===== config.mk =====
export PLATFORM = sky130hd
export DESIGN_NAME = tone_gen
export DESIGN_NICKNAME = d
export VERILOG_FILES = /design/src/rtl/tone_gen_pkg.sv /design/src/rtl/tone_gen_phase_counter.sv /design/src/rtl/tone_gen.sv
export SDC_FILE = /design/constraint.sdc
export NUM_CORES = 1
export LEC_CHECK = 0
export BUFFER_PORTS_ARGS = -buffer_cell sky130_fd_sc_hd__buf_2
export CAP_MARGIN = 15
export CORE_UTILIZATION = 63
export CTS_CLUSTER_SIZE = 40
export DETAILED_ROUTE_END_ITERATION = 12
export PLACE_DENSITY = 0.82
export SKIP_LAST_GASP = 1
export SYNTH_ARGS = -nofsm -noshare
export SYNTH_HDL_FRONTEND = slang
export SYNTH_HIERARCHICAL = 1
export SYNTH_SLANG_ARGS = --single-unit
export TNS_END_PERCENT = 20

===== constraint.sdc =====
create_clock -name clock -period 5.19 [get_ports clock]
set_input_delay 1.038 -clock clock [delete_from_list [all_inputs] [get_ports clock]]
set_output_delay 1.038 -clock clock [all_outputs]
set_load 0.03 [all_outputs]

===== src/rtl/tone_gen_pkg.sv =====
// Shared types and constants for the square-wave tone generator.
package tone_gen_pkg;

    typedef enum logic [1:0] {IDLE, HIGH, LOW} tone_state_t;

    localparam int MIN_PERIOD = 2;

endpackage


===== src/rtl/tone_gen_phase_counter.sv =====
// Loadable down-counter timing one phase of the waveform; saturates at zero.
module tone_phase_counter #(
    parameter int Dbits = 32
) (
    input  logic             clock,
    input  logic             reset_n,
    input  logic             load,
    input  logic [Dbits-1:0] load_val,
    input  logic             dec,
    output logic             zero
);

    logic [Dbits-1:0] count_q, count_d;

    always_comb begin
        count_d = count_q;
        if (load) begin
            count_d = load_val;
        end else if (dec && (count_q != '0)) begin
            count_d = count_q - Dbits'(1);
        end
    end

    always_ff @(posedge clock or negedge reset_n) begin
        if (!reset_n) begin
            count_q <= '0;
        end else begin
            count_q <= count_d;
        end
    end

    assign zero = (count_q == '0);

endmodule


===== src/rtl/tone_gen.sv =====
// Glitch-free square-wave tone generator; new periods are adopted only at cycle boundaries.
// Optional note-length support is enabled with `define TONE_GEN_DURATION_EN.
module tone_gen
    import tone_gen_pkg::*;
#(
    parameter int Dbits = 32
`ifdef TONE_GEN_DURATION_EN
    ,
    parameter int DurBits = 16
`endif
) (
    input  logic               clock,
    input  logic               reset_n,
    input  logic [Dbits-1:0]   period,
    input  logic               enable,
    output logic               audio_out,
    output logic               audio_en,
    output logic               cycle_strobe
`ifdef TONE_GEN_DURATION_EN
    ,
    input  logic               start,
    input  logic [DurBits-1:0] duration,
    output logic               note_done
`endif
);

    tone_state_t      state_q, state_d;
    logic [Dbits-1:0] cur_period_q, cur_period_d;
    logic             audio_out_q, audio_out_d;
    logic             audio_en_q, audio_en_d;
    logic             cycle_strobe_q, cycle_strobe_d;
    logic             cnt_load, cnt_dec, cnt_zero;
    logic [Dbits-1:0] cnt_load_val;
    logic             period_ok;

`ifdef TONE_GEN_DURATION_EN
    logic [DurBits-1:0] dur_q, dur_d;
    logic               note_done_q, note_done_d;
`endif

    // High phase gets the smaller half so odd periods spend the extra clock low.
    function automatic logic [Dbits-1:0] high_len(input logic [Dbits-1:0] p);
        return p >> 1;
    endfunction

    function automatic logic [Dbits-1:0] low_len(input logic [Dbits-1:0] p);
        return p - (p >> 1);
    endfunction

    assign period_ok = enable && (period >= Dbits'(MIN_PERIOD));

    tone_phase_counter #(
        .Dbits(Dbits)
    ) u_phase_cnt (
        .clock   (clock),
        .reset_n (reset_n),
        .load    (cnt_load),
        .load_val(cnt_load_val),
        .dec     (cnt_dec),
        .zero    (cnt_zero)
    );

    always_ff @(posedge clock or negedge reset_n) begin
        if (!reset_n) begin
            state_q        <= IDLE;
            cur_period_q   <= '0;
            audio_out_q    <= 1'b0;
            audio_en_q     <= 1'b0;
            cycle_strobe_q <= 1'b0;
`ifdef TONE_GEN_DURATION_EN
            dur_q          <= '0;
            note_done_q    <= 1'b0;
`endif
        end else begin
            state_q        <= state_d;
            cur_period_q   <= cur_period_d;
            audio_out_q    <= audio_out_d;
            audio_en_q     <= audio_en_d;
            cycle_strobe_q <= cycle_strobe_d;
`ifdef TONE_GEN_DURATION_EN
            dur_q          <= dur_d;
            note_done_q    <= note_done_d;
`endif
        end
    end

    always_comb begin
        state_d      = state_q;
        cur_period_d = cur_period_q;
        cnt_load     = 1'b0;
        cnt_load_val = '0;
        cnt_dec      = 1'b0;
`ifdef TONE_GEN_DURATION_EN
        dur_d        = dur_q;
        note_done_d  = 1'b0;
`endif
        case (state_q)
            IDLE: begin
`ifdef TONE_GEN_DURATION_EN
                if (start) begin
                    dur_d       = duration;
                    note_done_d = (duration == '0);
                end
                if (period_ok && (dur_d != '0)) begin
`else
                if (period_ok) begin
`endif
                    state_d      = HIGH;
                    cur_period_d = period;
                    cnt_load     = 1'b1;
                    cnt_load_val = high_len(period) - Dbits'(1);
                end
            end
            HIGH: begin
                if (cnt_zero) begin
                    state_d      = LOW;
                    cnt_load     = 1'b1;
                    cnt_load_val = low_len(cur_period_q) - Dbits'(1);
                end else begin
                    cnt_dec = 1'b1;
                end
            end
            LOW: begin
                if (cnt_zero) begin
                    // Cycle boundary: the only point where period/enable are re-sampled.
`ifdef TONE_GEN_DURATION_EN
                    dur_d = dur_q - DurBits'(1);
                    if (period_ok && (dur_d != '0)) begin
`else
                    if (period_ok) begin
`endif
                        state_d      = HIGH;
                        cur_period_d = period;
                        cnt_load     = 1'b1;
                        cnt_load_val = high_len(period) - Dbits'(1);
                    end else begin
                        state_d = IDLE;
`ifdef TONE_GEN_DURATION_EN
                        note_done_d = (dur_d == '0);
`endif
                    end
                end else begin
                    cnt_dec = 1'b1;
                end
            end
            default: state_d = IDLE;
        endcase
    end

    always_comb begin
        audio_out_d    = (state_d == HIGH);
        audio_en_d     = (state_d != IDLE);
        cycle_strobe_d = (state_d == HIGH) && (state_q != HIGH);
    end

    assign audio_out    = audio_out_q;
    assign audio_en     = audio_en_q;
    assign cycle_strobe = cycle_strobe_q;
`ifdef TONE_GEN_DURATION_EN
    assign note_done    = note_done_q;
`endif

endmodule


# Word level (Yosys, flattened, before mapping)

Index checks and enable logic that the tools add are counted.

$add $sub $neg: 4
Magnitude comparators: 1
Eq/ne operators: 5
Muxes and demuxes: 20
Reductions and logical operators: 11

Operators with widths:

| operator                | count |
|---|---|
| $mux W32                | 7 |
| $pmux W32 S3            | 1 |
| $pmux W32 S2            | 1 |
| $sub A32 B1 Y32 const B | 2 |
| $ge A32 B2 Y1 const B   | 1 |
| $logic_not A32 Y1       | 1 |
| $reduce_bool A32 Y1     | 1 |
| $sub A31 B1 Y32 const B | 1 |
| $sub A32 B31 Y32        | 1 |
| $mux W1                 | 6 |
| $mux W2                 | 3 |
| $pmux W2 S3             | 1 |
| $reduce_bool A2 Y1      | 3 |
| $eq A2 B1 Y1 const B    | 2 |
| $logic_and A1 B1 Y1     | 3 |
| $pmux W1 S3             | 1 |
| $eq A2 B2 Y1 const B    | 1 |
| $logic_not A2 Y1        | 1 |
| $ne A2 B1 Y1 const B    | 1 |
| $ne A2 B2 Y1 const B    | 1 |
| $reduce_and A2 Y1       | 1 |
| $reduce_or A2 Y1        | 1 |

Register bits after elaboration: 69
Input bits: 35
Output and inout port bits: 3
Logic and storage cells: 47

# Depth between registers and ports, before layout

Word-level depth: 7
Mapped depth: 13
Gate-level depth less buffers: 13

# Hierarchy

Netlist, hierarchy kept.

Modules (own cells, without submodules):

| module             | times used | cells each | area each (µm²) | seq. area each (µm²) |
|---|---|---|---|---|
| tone_gen           | 1          | 487        | 4072.7          | 925.9 |
| tone_phase_counter | 1          | 243        | 2058.2          | 800.8 |

# Worst setup path before layout

Ideal clock, no wire load.

Path kind: register -> register
Start point: register u_phase_cnt.count_q[24]
End point: register u_phase_cnt.count_q[17]
Setup time: 70 ps
Arrival: 3596 ps
Required time: 5120 ps
Slack: 1524 ps
Stages on the path, launching flop included: 14
Buffers on the path: 5
Clock period less this slack: 3666 ps
Cells stage by stage: dfrtp_1 > or4_1 > clkbuf_2 > or3_1 > buf_6 > nor4_1 > a21o_1 > o311ai_2 > a21oi_1 > clkbuf_1 > clkbuf_1 > clkbuf_1 > nand2_1 > nand3_1

Elaborated cells between the ends (all ways): 13
Classes of those cells: mux (9); reduce/logical (4)

RTL lines:

| what                                                  | RTL line                         | text |
|---|---|---|
| from (decl)                                           | tone_gen_phase_counter.sv:13     | `logic [Dbits-1:0] count_q, count_d;` |
| from (signal assigned)                                | tone_gen_phase_counter.sv:28     | `count_q <= count_d;` |
| $logic_not A32 Y1 (*)                                 | tone_gen_phase_counter.sv:32     | `assign zero = (count_q == '0);` |
| net cnt_zero                                          | tone_gen.sv:32                   | `logic cnt_load, cnt_dec, cnt_zero;` |
| $mux W1, on equally long branches                     | tone_gen.sv:124, tone_gen.sv:115 |  |
| $pmux W1 S3 (*)                                       | tone_gen.sv:97                   | `case (state_q)` |
| net cnt_load                                          | tone_gen.sv:32                   |  |
| $mux W32 / $reduce_bool A2 Y1 (equally long branches) | --                               |  |

The timed path passes the listed nets; every way through them passes the cells marked *.
A chain may end at the register's enable or synchronous reset.

# Worst setup path in the final report

Start point: register u_phase_cnt.count_q[24]
End point: register u_phase_cnt.count_q[8]

The elaborated chain is that of the path after synthesis.

==> results.sh <==
export IMPL_status="finished clean"
export IMPL_syn_num_nets=803
export IMPL_tns_ns=0
export IMPL_grt_ovfl_total=0
export IMPL_grt_use_met3=0.0555
export IMPL_die_h_um=101
export IMPL_ioPinCount=38
export IMPL_post_route_period_util=0.879
export IMPL_p_per_area_nw_per_um2=694
export IMPL_antennaDiodeCount=0
export IMPL_cts_sinks=69
export IMPL_cts_inserted_buffers=9
export IMPL_rsz0062_at_grt="no"
export IMPL_yosysSeqAreaShare=0.282
export IMPL_yosysUniqueCellTypes=80
export IMPL_rrSetupSlack_ns=0.63
export IMPL_grt_pass1_wl_um=25500
export IMPL_routed_wl_um=15400
export IMPL_postCtsHoldBufs=0
export IMPL_critPathRequiredTime_ns=5.40
export IMPL_synthFlopType="dfrtp_1"
export IMPL_pre_cts_slack_ns=0.673
export IMPL_slew_headroom=0.284
export IMPL_hp_class="reg -> reg"
export IMPL_gp_congestion=0.982
export IMPL_crit_path_start_kind="flop"
export IMPL_yosysWarnings=6
export IMPL_criticalPathCategory="reg -> reg"
export IMPL_vias_per_cell=6.55
export IMPL_post_cts_buffers=0
export IMPL_utilization=0.702
export IMPL_ctsHtreeMaxLevel=3
export IMPL_met1_usage=0.449
export IMPL_placed_area_um2=6330
export IMPL_fin_skew_ns=0.00786
export IMPL_rows=35
export IMPL_final_cell_mix="77 x nor2_1, 69 x dfrtp_1, 50 x inv_1, 41 x nand2_1"
export IMPL_path_clk_slew_ns=0.08
export IMPL_setup_viol=0
export IMPL_drv_slew=0
export IMPL_fmax_ghz=0.219
export IMPL_drtPass1Iterations=5
export IMPL_initial_core_util=0.657
export IMPL_crit_path_end="u_phase_cnt/count_q[8]"
export IMPL_cts_tree="done"
export IMPL_drv_cap=0
export IMPL_antenna_found_initial=0
export IMPL_drc=0
export IMPL_grt_usage=0.318
export IMPL_finalCriticalPeriod_ns=4.56
export IMPL_dr_first_iter_drc_count=509
export IMPL_grt_busiest_layer="met2"
export IMPL_grt_start_max_net_pins=70
export IMPL_area_growth_pct=6.80
export IMPL_met2_usage=0.506
export IMPL_synth_seq_cells=69
export IMPL_wl_per_cell_um=17.6
export IMPL_cts_buffer_depth=2
export IMPL_cts_root_buf="clkbuf_8"
export IMPL_tightestPinTransition_ns=1.07
export IMPL_syn_inst=730
export IMPL_worstRegToRegCells=10
export IMPL_leakage_nw=2.84
export IMPL_critPathCaptureType="flop"
export IMPL_drtAntennaViolNets=0
export IMPL_final_common_cell="nor2_1"
export IMPL_ir_drop_mv=0.470
export IMPL_hpwl_um=11400
export IMPL_design_area_um2=6550
export IMPL_fillers=744
export IMPL_synth_avg_cell_area_um2=8.40
export IMPL_core_area_um2=9330
export IMPL_port_buffers=37
export IMPL_clkLatencyLatePin_ns=0.35
export IMPL_dieArea_um2=10100
export IMPL_r2r_end="u_phase_cnt/count_q[8]"
export IMPL_grt_pass1_vias=5327
export IMPL_drive_gt1_frac=0.140
export IMPL_post_cts_resized=0
export IMPL_nets=819
export IMPL_finalWorstSetupSlack_ns=0.629
export IMPL_startpoint="u_phase_cnt/count_q[24]"
export IMPL_fin_total_pwr_mw=4.54
export IMPL_crit_arrival_ns=4.78
export IMPL_mappedNetlistArea_um2=6130
export IMPL_via_count=5759
export IMPL_synth_edff_count=0
export IMPL_cp_max_fo=36
export IMPL_timing_rr_start="u_phase_cnt/count_q[24]"
export IMPL_hold_viol_final=0
export IMPL_ys_async_sr_fraction=1.00
export IMPL_die_x_um=101
-- through the flow --
step | std cells | hold slack, ns
after floorplan | 730 | 0.486
after global placement | 864 | 0.522
after detailed placement | 864 | 0.524
after CTS | 879 | 0.547
after global routing | 879 | 0.562
final | 879 | 0.545
-- synthesized netlist by cell type, types with 19 or more instances --
master | count | area, um^2
nor3_1 | 20 | 100
o21ai_0 | 36 | 180
a21o_1 | 23 | 173
xnor2_1 | 30 | 263
clkbuf_1 | 24 | 90.1
dfrtp_1 | 69 | 1730
inv_1 | 50 | 188
nand3_1 | 19 | 95.1
mux2_2 | 29 | 327
a21oi_1 | 29 | 145
xor2_1 | 26 | 228
a31oi_1 | 20 | 125
ha_1 | 37 | 463
nor2_1 | 77 | 289
nand2_1 | 41 | 154
-- critical path: stages, from the launching register on --
cell	delay [ns]
dfrtp_1	0.42
or4_1	0.67
or3_1	0.53
nor4_1	0.28
buf_4	0.21
a21o_1	0.15
o311ai_2	0.18
a21oi_2	0.51
clkinv_1	0.91
o311ai_0	0.42
nand3_1	0.13
-- layout make-up --
| cell class | instances | area (um^2) | share of cell area |
|---|---|---|---|
| multi-input combinational | 574 | 4040 | 0.617 |
| clock inverter | 6 | 88.8 | 0.0136 |
| sequential | 69 | 1730 | 0.264 |
| tap | 129 | 161 | 0.0247 |
| clock buffer | 9 | 124 | 0.0189 |
| inverter | 51 | 191 | 0.0292 |
| timing repair buffer | 41 | 215 | 0.0329 |
-- flip-flops by register name, summed over array words and instances (netlist names) --
register / flops
cycle_strobe: 1
audio_en: 1
state_q: 2
cur_period_q: 32
u_phase_cnt/count_q: 32
audio_out: 1
-- report_power, final --
group | internal, mW | switching, mW
logic | 1.28 | 1.73
registers | 0.799 | 0.246
clock network | 0.268 | 0.228
-- how the worst min path moves through the flow --
stage	startpoint	end	slack (ns)	depth (start not counted)
2_1_floorplan	cur_period_q[0]	cur_period_q[0]	0.49	1
3_3_place_gp	cur_period_q[31]	cur_period_q[31]	0.52	1
3_5_place_dp	cur_period_q[31]	cur_period_q[31]	0.52	1
4_1_cts	cur_period_q[21]	cur_period_q[21]	0.55	1
5_1_grt	cur_period_q[22]	cur_period_q[22]	0.56	1
6_report	cur_period_q[22]	cur_period_q[22]	0.54	1
-- metal layers --
| layer | routed length (um) | vias up |
|---|---|---|
| met2 | 7070 | 261 |
| met1 | 7040 | 2746 |
| met4 | 231 | 0 |
| met5 | 0 | - |
| li1 | - | 2728 |
| met3 | 1100 | 24 |
-- cell families (layout without fill, tap and decap cells) --
group	Yosys count	count (layout)	synth area share
and+or+nand+nor	245	245	0.209
DFF	69	69	0.282
buffers and inverters	87	107	0.0612
adders and majority gates	38	38	0.0788
muxes	33	33	0.0600
xor gates and xnor gates	56	56	0.0800
AOI/OAI and AO/OA	202	202	0.230
No activity file was read; power rests on OpenSTA's default activity.
